===== src/rtl/hazard_ctrl.sv =====
// hazard_ctrl: pipeline hazard controller.
// Combinational EX operand forwarding plus a small FSM that sequences
// load-use bubbles, branch flushes and multi-cycle execute stalls.
// Stall/flush outputs are decoded combinationally from the current state and
// inputs; only StallCount is registered.
// Handshake: a multi-cycle op presents MCStartE for its first EX cycle and the
// pipeline stays stalled until the cycle in which MCDone is seen high
// (inclusive); MCDone in the MCStartE cycle completes with no stall.
module hazard_ctrl #(
  parameter int REG_AW   = 5,
  parameter int LOAD_LAT = 1,
  parameter int CNT_W    = 16
) (
  input  logic              clk,
  input  logic              rst,
  input  logic [REG_AW-1:0] RS1D,
  input  logic [REG_AW-1:0] RS2D,
  input  logic [REG_AW-1:0] RS1E,
  input  logic [REG_AW-1:0] RS2E,
  input  logic [REG_AW-1:0] RDE,
  input  logic [REG_AW-1:0] RDM,
  input  logic [REG_AW-1:0] RDW,
  input  logic              RegWriteM,
  input  logic              RegWriteW,
  input  logic              MemReadE,
  input  logic              PCSrcE,
  input  logic              MCStartE,
  input  logic              MCDone,
  output logic [1:0]        ForwardAE,
  output logic [1:0]        ForwardBE,
  output logic              StallF,
  output logic              StallD,
  output logic              StallE,
  output logic              FlushD,
  output logic              FlushE,
  output logic              FlushM,
  output logic [CNT_W-1:0]  StallCount,
  output logic [1:0]        o_dbg_state
);

  typedef enum logic [1:0] {
    S_RUN     = 2'd0,
    S_LDSTALL = 2'd1,
    S_MCWAIT  = 2'd2
  } state_t;

  // Bubbles still owed after the detecting cycle.
  localparam logic [2:0] LCNT_INIT = 3'(LOAD_LAT - 1);

  state_t      r_state;
  state_t      w_next_state;
  logic [2:0]  r_lcnt;
  logic [2:0]  w_next_lcnt;
  logic        w_load_use;
  logic        w_stall_f, w_stall_d, w_stall_e;
  logic        w_flush_d, w_flush_e, w_flush_m;
  logic [1:0]  w_fwd_a, w_fwd_b;

  assign w_load_use = MemReadE && (RDE != '0) && ((RDE == RS1D) || (RDE == RS2D));

  function automatic logic [1:0] fwd_sel(input logic [REG_AW-1:0] rs);
    if (RegWriteM && (RDM != '0) && (RDM == rs))      fwd_sel = 2'b10;
    else if (RegWriteW && (RDW != '0) && (RDW == rs)) fwd_sel = 2'b01;
    else                                              fwd_sel = 2'b00;
  endfunction

  // Forwarding selects, MEM result preferred over WB result.
  always_comb begin
    w_fwd_a = fwd_sel(RS1E);
    w_fwd_b = fwd_sel(RS2E);
  end

  // Next-state and stall/flush decode.
  always_comb begin
    w_next_state = r_state;
    w_next_lcnt  = r_lcnt;
    w_stall_f    = 1'b0;
    w_stall_d    = 1'b0;
    w_stall_e    = 1'b0;
    w_flush_d    = 1'b0;
    w_flush_e    = 1'b0;
    w_flush_m    = 1'b0;
    case (r_state)
      S_RUN: begin
        if (PCSrcE) begin
          // Taken branch squashes decode and execute; the wrong-path
          // hazards it would have raised no longer matter.
          w_flush_d = 1'b1;
          w_flush_e = 1'b1;
        end else if (MCStartE) begin
          if (!MCDone) begin
            w_stall_f    = 1'b1;
            w_stall_d    = 1'b1;
            w_stall_e    = 1'b1;
            w_flush_m    = 1'b1;
            w_next_state = S_MCWAIT;
          end
        end else if (w_load_use) begin
          w_stall_f = 1'b1;
          w_stall_d = 1'b1;
          w_flush_e = 1'b1;
          if (LOAD_LAT > 1) begin
            w_next_state = S_LDSTALL;
            w_next_lcnt  = LCNT_INIT;
          end
        end
      end
      S_LDSTALL: begin
        w_stall_f   = 1'b1;
        w_stall_d   = 1'b1;
        w_flush_e   = 1'b1;
        w_next_lcnt = r_lcnt - 3'd1;
        if (r_lcnt == 3'd1) w_next_state = S_RUN;
      end
      S_MCWAIT: begin
        // Branches are ignored here: the branch instruction is frozen in EX.
        w_stall_f = 1'b1;
        w_stall_d = 1'b1;
        w_stall_e = 1'b1;
        w_flush_m = 1'b1;
        if (MCDone) w_next_state = S_RUN;
      end
      default: begin
        w_next_state = S_RUN;
        w_next_lcnt  = 3'd0;
      end
    endcase
  end

  // Outputs are forced low while reset is asserted, without waiting for a clock.
  always_comb begin
    ForwardAE = rst ? w_fwd_a : 2'b00;
    ForwardBE = rst ? w_fwd_b : 2'b00;
    StallF    = rst & w_stall_f;
    StallD    = rst & w_stall_d;
    StallE    = rst & w_stall_e;
    FlushD    = rst & w_flush_d;
    FlushE    = rst & w_flush_e;
    FlushM    = rst & w_flush_m;
  end

  assign o_dbg_state = r_state;

  // FSM state and load-bubble counter.
  always_ff @(posedge clk or negedge rst) begin
    if (!rst) begin
      r_state <= S_RUN;
      r_lcnt  <= 3'd0;
    end else begin
      r_state <= w_next_state;
      r_lcnt  <= w_next_lcnt;
    end
  end

  // Saturating count of fetch-stall cycles.
  always_ff @(posedge clk or negedge rst) begin
    if (!rst) begin
      StallCount <= '0;
    end else if (StallF && (StallCount != '1)) begin
      StallCount <= StallCount + 1'b1;
    end
  end

endmodule


===== config.mk =====
export PLATFORM = sky130hd
export DESIGN_NAME = hazard_ctrl
export DESIGN_NICKNAME = d
export VERILOG_FILES = /design/src/rtl/hazard_ctrl.sv
export SDC_FILE = /design/constraint.sdc
export NUM_CORES = 1
export LEC_CHECK = 0
export CAP_MARGIN = 20
export CORE_ASPECT_RATIO = 0.8
export CORE_UTILIZATION = 39
export DETAILED_ROUTE_END_ITERATION = 8
export GPL_TIMING_DRIVEN = 0
export PLACE_DENSITY = 0.8
export SLEW_MARGIN = 30
export SYNTH_ARGS = -nofsm -noshare
export SYNTH_HDL_FRONTEND = slang
export SYNTH_SLANG_ARGS = --single-unit

===== constraint.sdc =====
create_clock -name clk -period 1.8 [get_ports clk]
set_clock_uncertainty 0.1 [all_clocks]
set_input_delay 0.27 -clock clk [delete_from_list [all_inputs] [get_ports clk]]
set_output_delay 0.27 -clock clk [all_outputs]
set_load 0.02 [all_outputs]

# Word level (Yosys, flattened, before mapping)
# Index checks and enable logic that the tools add are counted.
[totals]
ff_bits = 21
[classes]
addsub = 2
eq_ne = 15
muxes = 26
bitwise_logic = 4
reduce_logical = 17
[op_table]
columns = ["cell", "count"]
rows = [
  ["$eq A5 B5 Y1", 6],
  ["$mux W2", 9],
  ["$add A16 B1 Y16 const B", 1],
  ["$ne A16 B16 Y1 const B", 1],
  ["$reduce_bool A5 Y1", 3],
  ["$mux W1", 12],
  ["$ne A2 B2 Y1 const B", 5],
  ["$logic_and A1 B1 Y1", 9],
  ["$pmux W1 S2", 3],
  ["$pmux W2 S3", 1],
  ["$pmux W3 S2", 1],
  ["$reduce_and A5 Y1", 1],
  ["$and A1 B1 Y1", 4],
  ["$reduce_or A2 Y1", 2],
  ["$eq A3 B1 Y1 const B", 1],
  ["$sub A3 B1 Y3 const B", 1],
  ["$eq A2 B1 Y1 const B", 1],
  ["$eq A2 B2 Y1 const B", 1],
  ["$logic_not A2 Y1", 1],
  ["$logic_or A1 B1 Y1", 1],
]

# Longest topological paths before layout
[logic_depth]
word_depth = 9
ltp_mapped = 7

# Worst setup path before layout
# No wires, ideal clock.
[synth_path]
path_kind = "input to output"
from = "input RDM[1]"
to = "output ForwardBE[0]"
arrival_time_ns = 1.585
t_required_ns = 1.430
path_slack_ns = -0.155
stages = 4
path_buffers = 0
path_cell_list = "or4_1 -> o21ai_0 -> nor4_1 -> nor4_2"
[synth_between]
elab_chain_len = 5
word_cells_on_any_way = 6
cone_classes = "eq/ne (1); mux (2); reduce/logical (3)"
[synth_lines]
columns = ["item", "line", "text"]
rows = [
  ["start: declaration", "21", "input logic [REG_AW-1:0] RDM,"],
  ["$reduce_bool A5 Y1", "62", "if (RegWriteM && (RDM != '0) && (RDM == rs)) fwd_sel = 2'b10;"],
  ["$logic_and A1 B1 Y1", "62", ""],
  ["$logic_and A1 B1 Y1 (*)", "62", ""],
  ["$mux W2 (*)", "62", ""],
  ["$mux W2 (*)", "133", "ForwardBE = rst ? w_fwd_b : 2'b00;"],
  ["end: declaration", "30", "output logic [1:0] ForwardBE,"],
]
# Mark *: on every way between the ends. The rest lies on a longest branch, timed or not.

# Worst setup path in the final report
# Ends and elaborated chain as after synthesis.

==> summary.txt <==
Hold path
  • Hold Startpoint: MCDone
  • Hold Path Class: primary input to flip-flop

Global routing
  • Residual overflow from global routing: 0
  • Vias in the first global route: 1362
  • Largest net degree at the start of global routing: 18
  • First-pass GRT wire length: 6550 um
  • Tot GR Track Use: 0.245
  • Antenna violations before repair: 0

Status
  • Outcome: finished with violations
  • Failing checks: setup timing

Worst setup path
  • Critical Path Sink Type: output port
  • R2r setup slk: -0.01 ns
  • Critical path arrival: 1.52 ns
  • Crit-path max FO: 2
  • Setup crit start: RDM[1]
  • Critical R2R Launch: StallCount[10]
  • Required @ worst endpoint: 1.43 ns
  • Setup CP Type: primary input to output port
  • Startpoint Class: primary input

Timing
  • Setup TNS: -0.321 ns
  • Period minus WS final: 1.89 ns
  • Final period util: 1.05
  • Fin. Hold Viols: 0
  • Slew margin rel.: 0.467
  • Tightest Pin Transition: 0.797 ns
  • Worst setup margin: -0.0903 ns
  • Pins Over Slew Limit: 0
  • RSZ-0062 raised after global routing: true
  • Setup violators final: 5
  • Max frequency: 529 MHz

Routing
  • Vias per cell: 5.16
  • ANT nets after route: 0
  • Wirelength, routed: 4580 um
  • DRC errors left: 0
  • Vias: 1389
  • Iter 0 DRT Violations: 52
  • WL/cell: 17.0 um
  • DR pass1 iterations: 4

Power and ir drop
  • Leak Pwr: 0.00102 uW
  • Pwr Density: 626 mW/mm^2
  • Peak VDD IR: 0.000621 V
  • Sw power: 516 uW
  • Sw frac: 0.360
  • Power, Total: 1430 uW
  • Clock Power Share: 0.206
  • Pint: 919 uW
  • Reg power frac: 0.352
  • Combinational power share: 0.442

Synth
  • Synth unique cells: 36
  • Syn avg cell area: 9.74 um^2
  • Post-Syn Instances: 137
  • Adder-cell share of the synthesized area: 0.00937
  • Synth Net Count: 181
  • Proportion of synthesized area in mux cells: 0.00843
  • Most used DFF post-synth: dfrtp_1
  • XOR/XNOR share of the synthesized area: 0.289
  • Post-synth EDFFs: 0
  • Sequential-to-total area share from yosys stat: 0.319
  • Top cells by count, synth: 22 x xnor2_1, 22 x xor2_1, 17 x dfrtp_1
  • Yosys reg bits: 17
  • Mapped Area: 0.00134 mm^2
  • Synth Area in Simple Gates: 0.280
  • Compound-Gate Fraction of Synth Area: 0.0553
  • YS warnings: 0
  • Synth top area cells: dfrtp_1 32%, xnor2_1 14%, xor2_1 14%, nand3_1 3.4%, and3_1 3.3%
  • Area leader, netlist: dfrtp_1
  • Main combinational cell family by area after synthesis: XOR/XNOR gates
  • Asr flop ratio synth: 1.00
  • Top cell type's share of synthesized area: 0.319

Placement
  • Final HPWL DP: 3050 um
  • Setup WS pre-CTS: -1.86 ns
  • Dpl cells: 246
  • Placed Instance Area: 0.00209 mm^2
  • Port Buf Inserts: 69
  • Gpl congestion: 0.847

CTS
  • Root buf cell: clkbuf_8
  • Clk slew on worst S/H paths: 0.07 ns
  • H-tree depth: 1
  • CTS Buffer Depth: 2
  • Clock Sinks: 17
  • CTS Buf Count: 3
  • CTS tree: done
  • Clk_lat worst skew: 0.26 ns

Layout
  • Layout area overhead: 71.7%
  • Final non-filler cell total: 269
  • Fill cell count: 215
  • Post-route cell area: 0.00229 mm^2
  • Total Nets Final: 274
  • Fraction of layout cells with a size suffix above 1: 0.367
  • N_diodes: 0

Flow run
  • Max cap viols: 0

Floorplanning
  • Die W: 67.4 um
  • Initial Utilization: 0.420
  • Die area: 0.00366 mm^2
  • Core Box Area: 0.00318 mm^2
  • Die Y: 54.3 um
  • Io pins: 71
  • Std-Cell Rows: 18
## layout by cell type (no fill, tap or decap), types with 2 or more instances in the layout
cell type        Yosys  layout
buf_2                0      11
nand4b_1             2       2
nor4_4               0       2
nor3_1               3       2
nor3_2               2       3
dfrtp_1             17      13
nand4_1              6       6
and3_4               1       2
and4_1               3       2
clkdlybuf4s50_1      0      17
a31oi_1              2       2
clkdlybuf4s15_1      0       7
nand2_1              4       4
clkbuf_2             0       8
nor2_1               5       5
xor2_2               0       3
nand3_1              9       9
and2_1               4       3
dlygate4sd2_1        0      14
clkbuf_8             0       3
buf_4                3      23
dfrtp_2              0       4
and3_1               7       6
xor2_1              22      19
buf_8                0       2
xnor2_1             22      22
or4_4                0       2
buf_6                2       7
## power by group through the flow
stage / Sequential (uW) / Combinational [uW] / Clock (uW)
after floorplan: 584 / 190 / 0
after global placement: 521 / 542 / 0
after detailed placement: 527 / 554 / 0
after CTS: 501 / 617 / 298
after global routing: 511 / 681 / 324
final: 505 / 634 / 296
## routing by layer
| metal | vias to the layer above | global-route usage | part of all wire | wire [um] |
|---|---|---|---|---|
| li1 | 662 | - | - | - |
| met1 | 680 | 0.288 | 0.41 | 1870 |
| met2 | 39 | 0.443 | 0.52 | 2390 |
| met3 | 8 | 0.0417 | 0.048 | 221 |
| met4 | 0 | 0.106 | 0.022 | 99 |
| met5 | - | 0 | 0 | 0 |
## worst max-delay path, stage by stage
cell and delay, ns:
buf_8 0.09, or4_4 0.53, o21ai_4 0.21, nor4_4 0.08, nor4_2 0.14, buf_4 0.19
## sequential cells by signal (all words and copies together) (netlist names)
name,cells
o_dbg_state,1
StallCount,16
## cell type report
cell class	count	area [um^2]	area share
Inverter	1	3.75	0.00164
Clock buffer	3	41.3	0.0180
Clock inverter	1	5.00	0.00218
Tap cell	40	50.0	0.0218
Multi-Input combinational cell	114	963	0.420
Sequential cell	17	430	0.188
Timing Repair Buffer	89	757	0.330
Buffer	4	41.3	0.0180
## through the flow
step,utilization,hold slack [ns]
2_1_floorplan,-,-0.126
5_1_grt,0.722,0.222
3_3_place_gp,0.657,0.379
4_1_cts,0.689,0.225
6_report,0.722,0.222
3_5_place_dp,0.657,0.390
## path summary, 6_finish.rpt
path                                   to  cells after the start
max                          ForwardBE[0]                      6
min                        o_dbg_state[1]                      2
max reg2reg                 StallCount[1]                      6
min reg2reg                StallCount[14]                      1
max in group asynchronous   StallCount[4]                      2
min in group asynchronous  StallCount[12]                      2
## logic make-up (layout without fill, tap and decap cells)
group / count (synthesis) / after routing
other: 1 / 1
XOR/XNOR: 44 / 44
AND/OR/NAND/NOR: 58 / 58
AO/OA/AOI/OAI: 9 / 9
buffers and inverters: 6 / 98
adder cells (fa/ha/maj): 1 / 1
flip-flops: 17 / 17
multiplexers: 1 / 1
## timing repair
| item | in CTS | in global routing |
|---|---|---|
| cloned | 0 | 1 |
| setup endpoints to repair | 26 | 20 |
| hold buffers | 1 | 0 |
| gates resized for setup | 149 | 33 |
| pin swaps | 23 | 15 |
| hold endpoints to repair | 17 | 0 |
| setup buffers | 10 | 8 |
Note: power is estimated with default switching activity, not from simulation.
